===== src/rtl/mode_display_pkg.sv =====
// Shared types and helpers for the mode/LED display controller.
// Holds the FSM state encoding, the candidate-index width function and the
// count-to-LED saturation function. Values are handled in a 64-bit container.
package mode_display_pkg;

  typedef enum logic [1:0] {
    VOTE_IDLE = 2'd0,
    VOTE_ACK  = 2'd1,
    RESULT    = 2'd2
  } state_e;

  // Container width for saturation; VOTE_W and LED_W must not exceed this.
  localparam int SAT_W = 64;

  // Index width for n candidates, never narrower than one bit.
  function automatic int idx_width(input int n);
    return (n <= 2) ? 1 : $clog2(n);
  endfunction

  // Clamp val to the largest value representable in led_w bits.
  function automatic logic [SAT_W-1:0] sat_to_width(input logic [SAT_W-1:0] val,
                                                    input int led_w);
    logic [SAT_W-1:0] lim;
    if (led_w >= SAT_W) begin
      return val;
    end
    lim = (SAT_W'(1) << led_w) - SAT_W'(1);
    return (val > lim) ? lim : val;
  endfunction

endpackage


===== src/rtl/ack_timer.sv =====
// Vote-acknowledge down-counter: load/reload, decrement and clear.
// Latency: count updates on the clock edge after a command; expired_o is
//   combinational from the count register. No backpressure.
// Ports: clk, reset (sync, active-high), load_i (reload ACK_CYCLES-1),
//   clr_i (force zero), dec_i (count down), expired_o (count is zero).
module ack_timer #(
  parameter int ACK_CYCLES = 10
) (
  input  logic clk,
  input  logic reset,
  input  logic load_i,
  input  logic clr_i,
  input  logic dec_i,
  output logic expired_o
);

  localparam int CNT_W = $clog2(ACK_CYCLES + 1);

  logic [CNT_W-1:0] cnt_q;

  // clr wins over load so a mode switch always aborts the flash.
  always_ff @(posedge clk) begin
    if (reset) begin
      cnt_q <= '0;
    end else if (clr_i) begin
      cnt_q <= '0;
    end else if (load_i) begin
      cnt_q <= CNT_W'(ACK_CYCLES - 1);
    end else if (dec_i && (cnt_q != '0)) begin
      cnt_q <= cnt_q - CNT_W'(1);
    end
  end

  assign expired_o = (cnt_q == '0);

endmodule


===== src/rtl/mode_display_ctrl.sv =====
// Mode/LED controller between the vote-counter bank and the LED bank.
// Latency: all outputs registered, one cycle from sampled inputs.
// Backpressure: none; inputs are sampled every cycle, pulses are never stalled.
// Ports: clk, reset (sync, active-high), mode (0 vote / 1 result),
//   valid_vote_casted (1-cycle pulse), cand_votes (packed counts),
//   cand_button (one bit per candidate), leds, sel_valid, sel_cand, ack_busy.
// Build option: define MODE_DISPLAY_LEADER_EN to show a leader map in result
//   mode while no candidate is latched; otherwise the LEDs stay dark there.
module mode_display_ctrl
  import mode_display_pkg::*;
#(
  parameter int NUM_CAND   = 4,
  parameter int VOTE_W     = 8,
  parameter int LED_W      = 8,
  parameter int ACK_CYCLES = 10
) (
  input  logic                             clk,
  input  logic                             reset,
  input  logic                             mode,
  input  logic                             valid_vote_casted,
  input  logic [NUM_CAND*VOTE_W-1:0]       cand_votes,
  input  logic [NUM_CAND-1:0]              cand_button,
  output logic [LED_W-1:0]                 leds,
  output logic                             sel_valid,
  output logic [idx_width(NUM_CAND)-1:0]   sel_cand,
  output logic                             ack_busy
);

  localparam int CIDX_W = idx_width(NUM_CAND);

  state_e              state_q;
  logic [LED_W-1:0]    leds_q;
  logic                sel_valid_q;
  logic [CIDX_W-1:0]   sel_cand_q;
  logic                ack_busy_q;

  logic                ack_expired;
  logic                tmr_load;
  logic                tmr_clr;
  logic                tmr_dec;

  logic                any_btn;
  logic [CIDX_W-1:0]   btn_idx;
  logic [CIDX_W-1:0]   disp_idx;
  logic [VOTE_W-1:0]   disp_count;
  logic [LED_W-1:0]    disp_leds_d;
  logic [LED_W-1:0]    idle_leds_d;

  // ---------------------------------------------------------------------------
  // Acknowledge timer control. A vote in either voting state (re)arms the
  // timer; a mode switch out of VOTE_ACK clears it so RESULT starts clean.
  // ---------------------------------------------------------------------------
  assign tmr_load = !mode && valid_vote_casted &&
                    ((state_q == VOTE_IDLE) || (state_q == VOTE_ACK));
  assign tmr_clr  = mode && (state_q == VOTE_ACK);
  assign tmr_dec  = !mode && !valid_vote_casted && (state_q == VOTE_ACK);

  ack_timer #(
    .ACK_CYCLES (ACK_CYCLES)
  ) u_ack_timer (
    .clk       (clk),
    .reset     (reset),
    .load_i    (tmr_load),
    .clr_i     (tmr_clr),
    .dec_i     (tmr_dec),
    .expired_o (ack_expired)
  );

  // ---------------------------------------------------------------------------
  // Button priority: scanning downward leaves the lowest pressed index.
  // ---------------------------------------------------------------------------
  always_comb begin
    btn_idx = '0;
    for (int i = NUM_CAND - 1; i >= 0; i--) begin
      if (cand_button[i]) begin
        btn_idx = CIDX_W'(i);
      end
    end
  end

  assign any_btn = |cand_button;

  // A fresh press is displayed on the same edge it is latched.
  assign disp_idx    = any_btn ? btn_idx : sel_cand_q;
  assign disp_count  = cand_votes[int'(disp_idx)*VOTE_W +: VOTE_W];
  assign disp_leds_d = LED_W'(sat_to_width(SAT_W'(disp_count), LED_W));

`ifdef MODE_DISPLAY_LEADER_EN
  // Leader map: mark every candidate whose count equals the maximum; only
  // candidates that have an LED of their own can be shown.
  localparam int LEAD_N = (NUM_CAND < LED_W) ? NUM_CAND : LED_W;

  logic [VOTE_W-1:0] max_cnt;

  always_comb begin
    max_cnt = '0;
    for (int i = 0; i < NUM_CAND; i++) begin
      if (cand_votes[i*VOTE_W +: VOTE_W] > max_cnt) begin
        max_cnt = cand_votes[i*VOTE_W +: VOTE_W];
      end
    end
    idle_leds_d = '0;
    for (int i = 0; i < LEAD_N; i++) begin
      if ((max_cnt != '0) && (cand_votes[i*VOTE_W +: VOTE_W] == max_cnt)) begin
        idle_leds_d[i] = 1'b1;
      end
    end
  end
`else
  assign idle_leds_d = '0;
`endif

  // ---------------------------------------------------------------------------
  // Main FSM with registered outputs.
  // ---------------------------------------------------------------------------
  always_ff @(posedge clk) begin
    if (reset) begin
      state_q     <= VOTE_IDLE;
      leds_q      <= '0;
      sel_valid_q <= 1'b0;
      sel_cand_q  <= '0;
      ack_busy_q  <= 1'b0;
    end else begin
      case (state_q)
        VOTE_IDLE: begin
          if (mode) begin
            state_q     <= RESULT;
            leds_q      <= '0;
            sel_valid_q <= 1'b0;
            ack_busy_q  <= 1'b0;
          end else if (valid_vote_casted) begin
            state_q    <= VOTE_ACK;
            leds_q     <= '1;
            ack_busy_q <= 1'b1;
          end else begin
            leds_q     <= '0;
            ack_busy_q <= 1'b0;
          end
        end

        VOTE_ACK: begin
          if (mode) begin
            state_q     <= RESULT;
            leds_q      <= '0;
            sel_valid_q <= 1'b0;
            ack_busy_q  <= 1'b0;
          end else if (!valid_vote_casted && ack_expired) begin
            state_q    <= VOTE_IDLE;
            leds_q     <= '0;
            ack_busy_q <= 1'b0;
          end else begin
            // Either a retrigger or a running flash: keep the LEDs lit.
            leds_q     <= '1;
            ack_busy_q <= 1'b1;
          end
        end

        RESULT: begin
          ack_busy_q <= 1'b0;
          if (!mode) begin
            state_q     <= VOTE_IDLE;
            leds_q      <= '0;
            sel_valid_q <= 1'b0;
          end else if (any_btn) begin
            sel_cand_q  <= btn_idx;
            sel_valid_q <= 1'b1;
            leds_q      <= disp_leds_d;
          end else if (sel_valid_q) begin
            leds_q <= disp_leds_d;
          end else begin
            leds_q <= idle_leds_d;
          end
        end

        default: begin
          state_q     <= VOTE_IDLE;
          leds_q      <= '0;
          sel_valid_q <= 1'b0;
          ack_busy_q  <= 1'b0;
        end
      endcase
    end
  end

  assign leds      = leds_q;
  assign sel_valid = sel_valid_q;
  assign sel_cand  = sel_cand_q;
  assign ack_busy  = ack_busy_q;

endmodule

===== config.mk =====
export PLATFORM = sky130hd
export DESIGN_NAME = mode_display_ctrl
export DESIGN_NICKNAME = d
export VERILOG_FILES = /design/src/rtl/mode_display_pkg.sv /design/src/rtl/ack_timer.sv /design/src/rtl/mode_display_ctrl.sv
export SDC_FILE = /design/constraint.sdc
export NUM_CORES = 1
export LEC_CHECK = 0
export ABC_AREA = 1
export CORE_ASPECT_RATIO = 1.4
export CORE_MARGIN = 5
export CORE_UTILIZATION = 43
export CTS_CLUSTER_SIZE = 20
export DETAILED_ROUTE_END_ITERATION = 6
export MAX_ROUTING_LAYER = met4
export PLACE_DENSITY = 0.84
export SYNTH_ARGS = -nofsm -noshare
export SYNTH_HDL_FRONTEND = slang
export SYNTH_SLANG_ARGS = --single-unit

===== constraint.sdc =====
create_clock -name clk -period 2.64 [get_ports clk]
set_input_delay 0.528 -clock clk [delete_from_list [all_inputs] [get_ports clk]]
set_output_delay 0.528 -clock clk [all_outputs]
set_load 0.01 [all_outputs]

==> impl_metrics.json <==
{
  "status": "completed",
  "drtPass1Iterations": 6,
  "dpl_cell_area_um2": 1590,
  "cts_buffers": 3,
  "critical_path_class": "in2reg",
  "portBuffers": 51,
  "place_congestion": 0.934,
  "crit_cells": 8,
  "yosysTopAreaCell": "dfxtp_1",
  "stdcell_count": 238,
  "hpwlAfterDp_um": 2480,
  "yosysWarnings": 0,
  "crit_chain": "clkdlybuf4s50_1 > nor2_4 > nand3_4 > nand2_4 > nand2_1 > nand3_1 > nand3_1 > a21oi_1",
  "fin_util_pct": 68.1,
  "cts_tree": "yes",
  "rsz0062_at_grt": "no",
  "post_cts_buffers": 0,
  "grt_pass1_wl_um": 5060,
  "dp.cells": 234,
  "critPathTopFamily": "simple AND/OR/NAND/NOR gates",
  "drcViolationCount": 0,
  "maxSlewHeadroom_pct": 72.1,
  "rows": 21,
  "clockBufferDepth": 2,
  "syn_inst": 152,
  "grt_pass1_vias": 1220,
  "worstPathRequired_ns": 2.86,
  "cts_resized": 0,
  "die_height_um": 68.9,
  "p_per_area_nw_per_um2": 391,
  "overflow": 0,
  "hold_violations": 0,
  "irDropWorstVdd_v": 0.000196,
  "skew_ns": 0.00414,
  "clkTransAtPathRegs_ns": 0.10,
  "setup_viol": 0,
  "period_share_pct": 71.2,
  "wire_per_inst_um": 12.3,
  "drtIter0Drc": 42,
  "syn_avg_cell_area_um2": 7.02,
  "postRouteAntennaNets": 0,
  "dieArea_um2": 3590,
  "cts_max_level": 1,
  "reg2reg_depth": 7,
  "cp-end-kind": "flip-flop",
  "num-nets-final": 247,
  "worstPathMaxFanout": 17,
  "cp_num_buf_inv": 1,
  "syn_area_um2": 1070,
  "yosysTopAreaCellShare_pct": 33.8,
  "boundaryPins": 52,
  "p_leak_uw": 0.000668,
  "syn_nets": 194,
  "clock-sinks": 18,
  "tns_ns": 0,
  "drive_above_1_share_pct": 8.33,
  "drv_slew": 0,
  "critical-path-max-stage-delay_ns": 0.50,
  "synth.area.top_cells": "dfxtp_1 (34%), nand3_1 (21%), nand2_1 (8.8%)",
  "cts_hold_buf": 0,
  "antennaDiodeCount": 0,
  "hold_path_class": "reg2reg",
  "wirelength_um": 2920,
  "track_usage_pct": 18.7,
  "ys_types": 24,
  "grt_max_degree": 18,
  "num_vias": 1213,
  "yosysSeqAreaShare_pct": 33.8,
  "period_minus_slack_ns": 1.88,
  "whs_path_depth": 2,
  "max_cap_violations": 0,
  "die_w_um": 52.1,
  "coreArea_um2": 2390,
  "clock_latency_ns": 0.28,
  "start_util_pct": 44.6,
  "viasPerCell": 5.10,
  "area_delta_synth_final_pct": 52.6,
  "stdcell_area_um2": 1630,
  "critPathArrivalTime_ns": 2.10,
  "root_buffer": "clkbuf_4",
  "worst_path_most_repeated_cell": "nand3_1",
  "critPathLaunchType": "input pin",
  "tightest_slew_ns": 0.418,
  "antenna_found_initial": 0,
  "fmax_ghz": 0.532,
  "ys_ff_latch": 18,
  "slowest_stage": "clkdlybuf4s50_1"
}
## layout by cell type (no fill, tap or decap), types with 2 or more instances in the layout
cell type	Yosys	layout
a21oi_1	12	12
clkbuf_4	0	3
clkdlybuf4s50_1	0	51
dfxtp_1	18	18
ha_1	2	2
inv_1	17	17
inv_2	3	3
nand2_1	25	25
nand3_1	45	45
nor2_1	8	8
nor2_4	2	2
o21ai_0	6	6
## synthesized netlist by cell type
library cell and count:
nand3_1 45, nand2_1 25, dfxtp_1 18, inv_1 17, a21oi_1 12, nor2_1 8, o21ai_0 6, inv_2 3
ha_1 2, nor2_4 2, a211oi_1 1, a21boi_4 1, a21oi_2 1, a21oi_4 1, buf_2 1, buf_6 1
buf_8 1, clkbuf_1 1, nand2_4 1, nand3_4 1, nand4_1 1, nor2_2 1, nor3_2 1, o211ai_1 1
## kinds of logic (layout without fill, tap and decap cells)
logic type	after synthesis	after routing	synth area share, %
and+or+nand+nor	85	85	39.6
DFF	18	18	33.8
adders and majority gates	2	2	2.34
buffers and inverters	24	76	10.3
AOI/OAI and AO/OA	23	23	14.0
## per-layer routing
| layer | vias up | track usage (%) | share of wire (%) |
|---|---|---|---|
| met3 | 8 | 2.58 | 7.7 |
| met1 | 524 | 22.1 | 41 |
| met2 | 68 | 31.6 | 48 |
| met5 | - | - | 0 |
| li1 | 613 | - | - |
| met4 | 0 | 7.87 | 3.1 |
## state kept, by name, summed over array words and instances, names as in the netlist
| signal | cells |
|---|---|
| sel_cand | 2 |
| u_ack_timer.cnt_q | 4 |
| ack_busy | 1 |
| sel_valid | 1 |
| state_q | 2 |
| leds | 8 |
## through the flow
stage               setup WS (ns)  hold slack, ns  power [µW]
global route                0.647           0.558         669
detailed placement          0.474           0.519         478
CTS                         0.775           0.534         640
global placement            0.533           0.501         475
finish                      0.761           0.535         636
floorplan                    1.23           0.484         384
## power by group
part           leakage, µW  internal (µW)  switching, µW
Combinational     0.000500           99.6           81.1
Sequential        0.000148            285           6.38
Clock            0.0000210           83.8           80.1
Total             0.000668            469            168
## worst reg2reg max path: stages (launching register included)
cell     delay, ns
dfxtp_1       0.32
inv_1         0.13
ha_1          0.17
nand3_1       0.08
nand4_1       0.12
inv_1         0.14
nor2_2        0.35
a21oi_1       0.13
## path summary, 6_finish.rpt
| check | slack, ns | to | from |
|---|---|---|---|
| worst min-delay path | 0.54 | u_ack_timer.cnt_q[1] | u_ack_timer.cnt_q[1] |
| worst min register to register | 0.54 | u_ack_timer.cnt_q[1] | u_ack_timer.cnt_q[1] |
| worst max-delay path | 0.76 | leds[3] | cand_button[2] |
| worst max register to register | 1.08 | leds[6] | u_ack_timer.cnt_q[0] |
## layout make-up
cell class              instances  area (µm²)
multi-input cells             110         597
fillers                       193         762
inverters                      20        75.1
repair buffers                 52         518
flip-flops and latches         18         360
clock buffers                   4        36.3
well taps                      34        42.5
No activity file was read; power rests on OpenSTA's default activity.
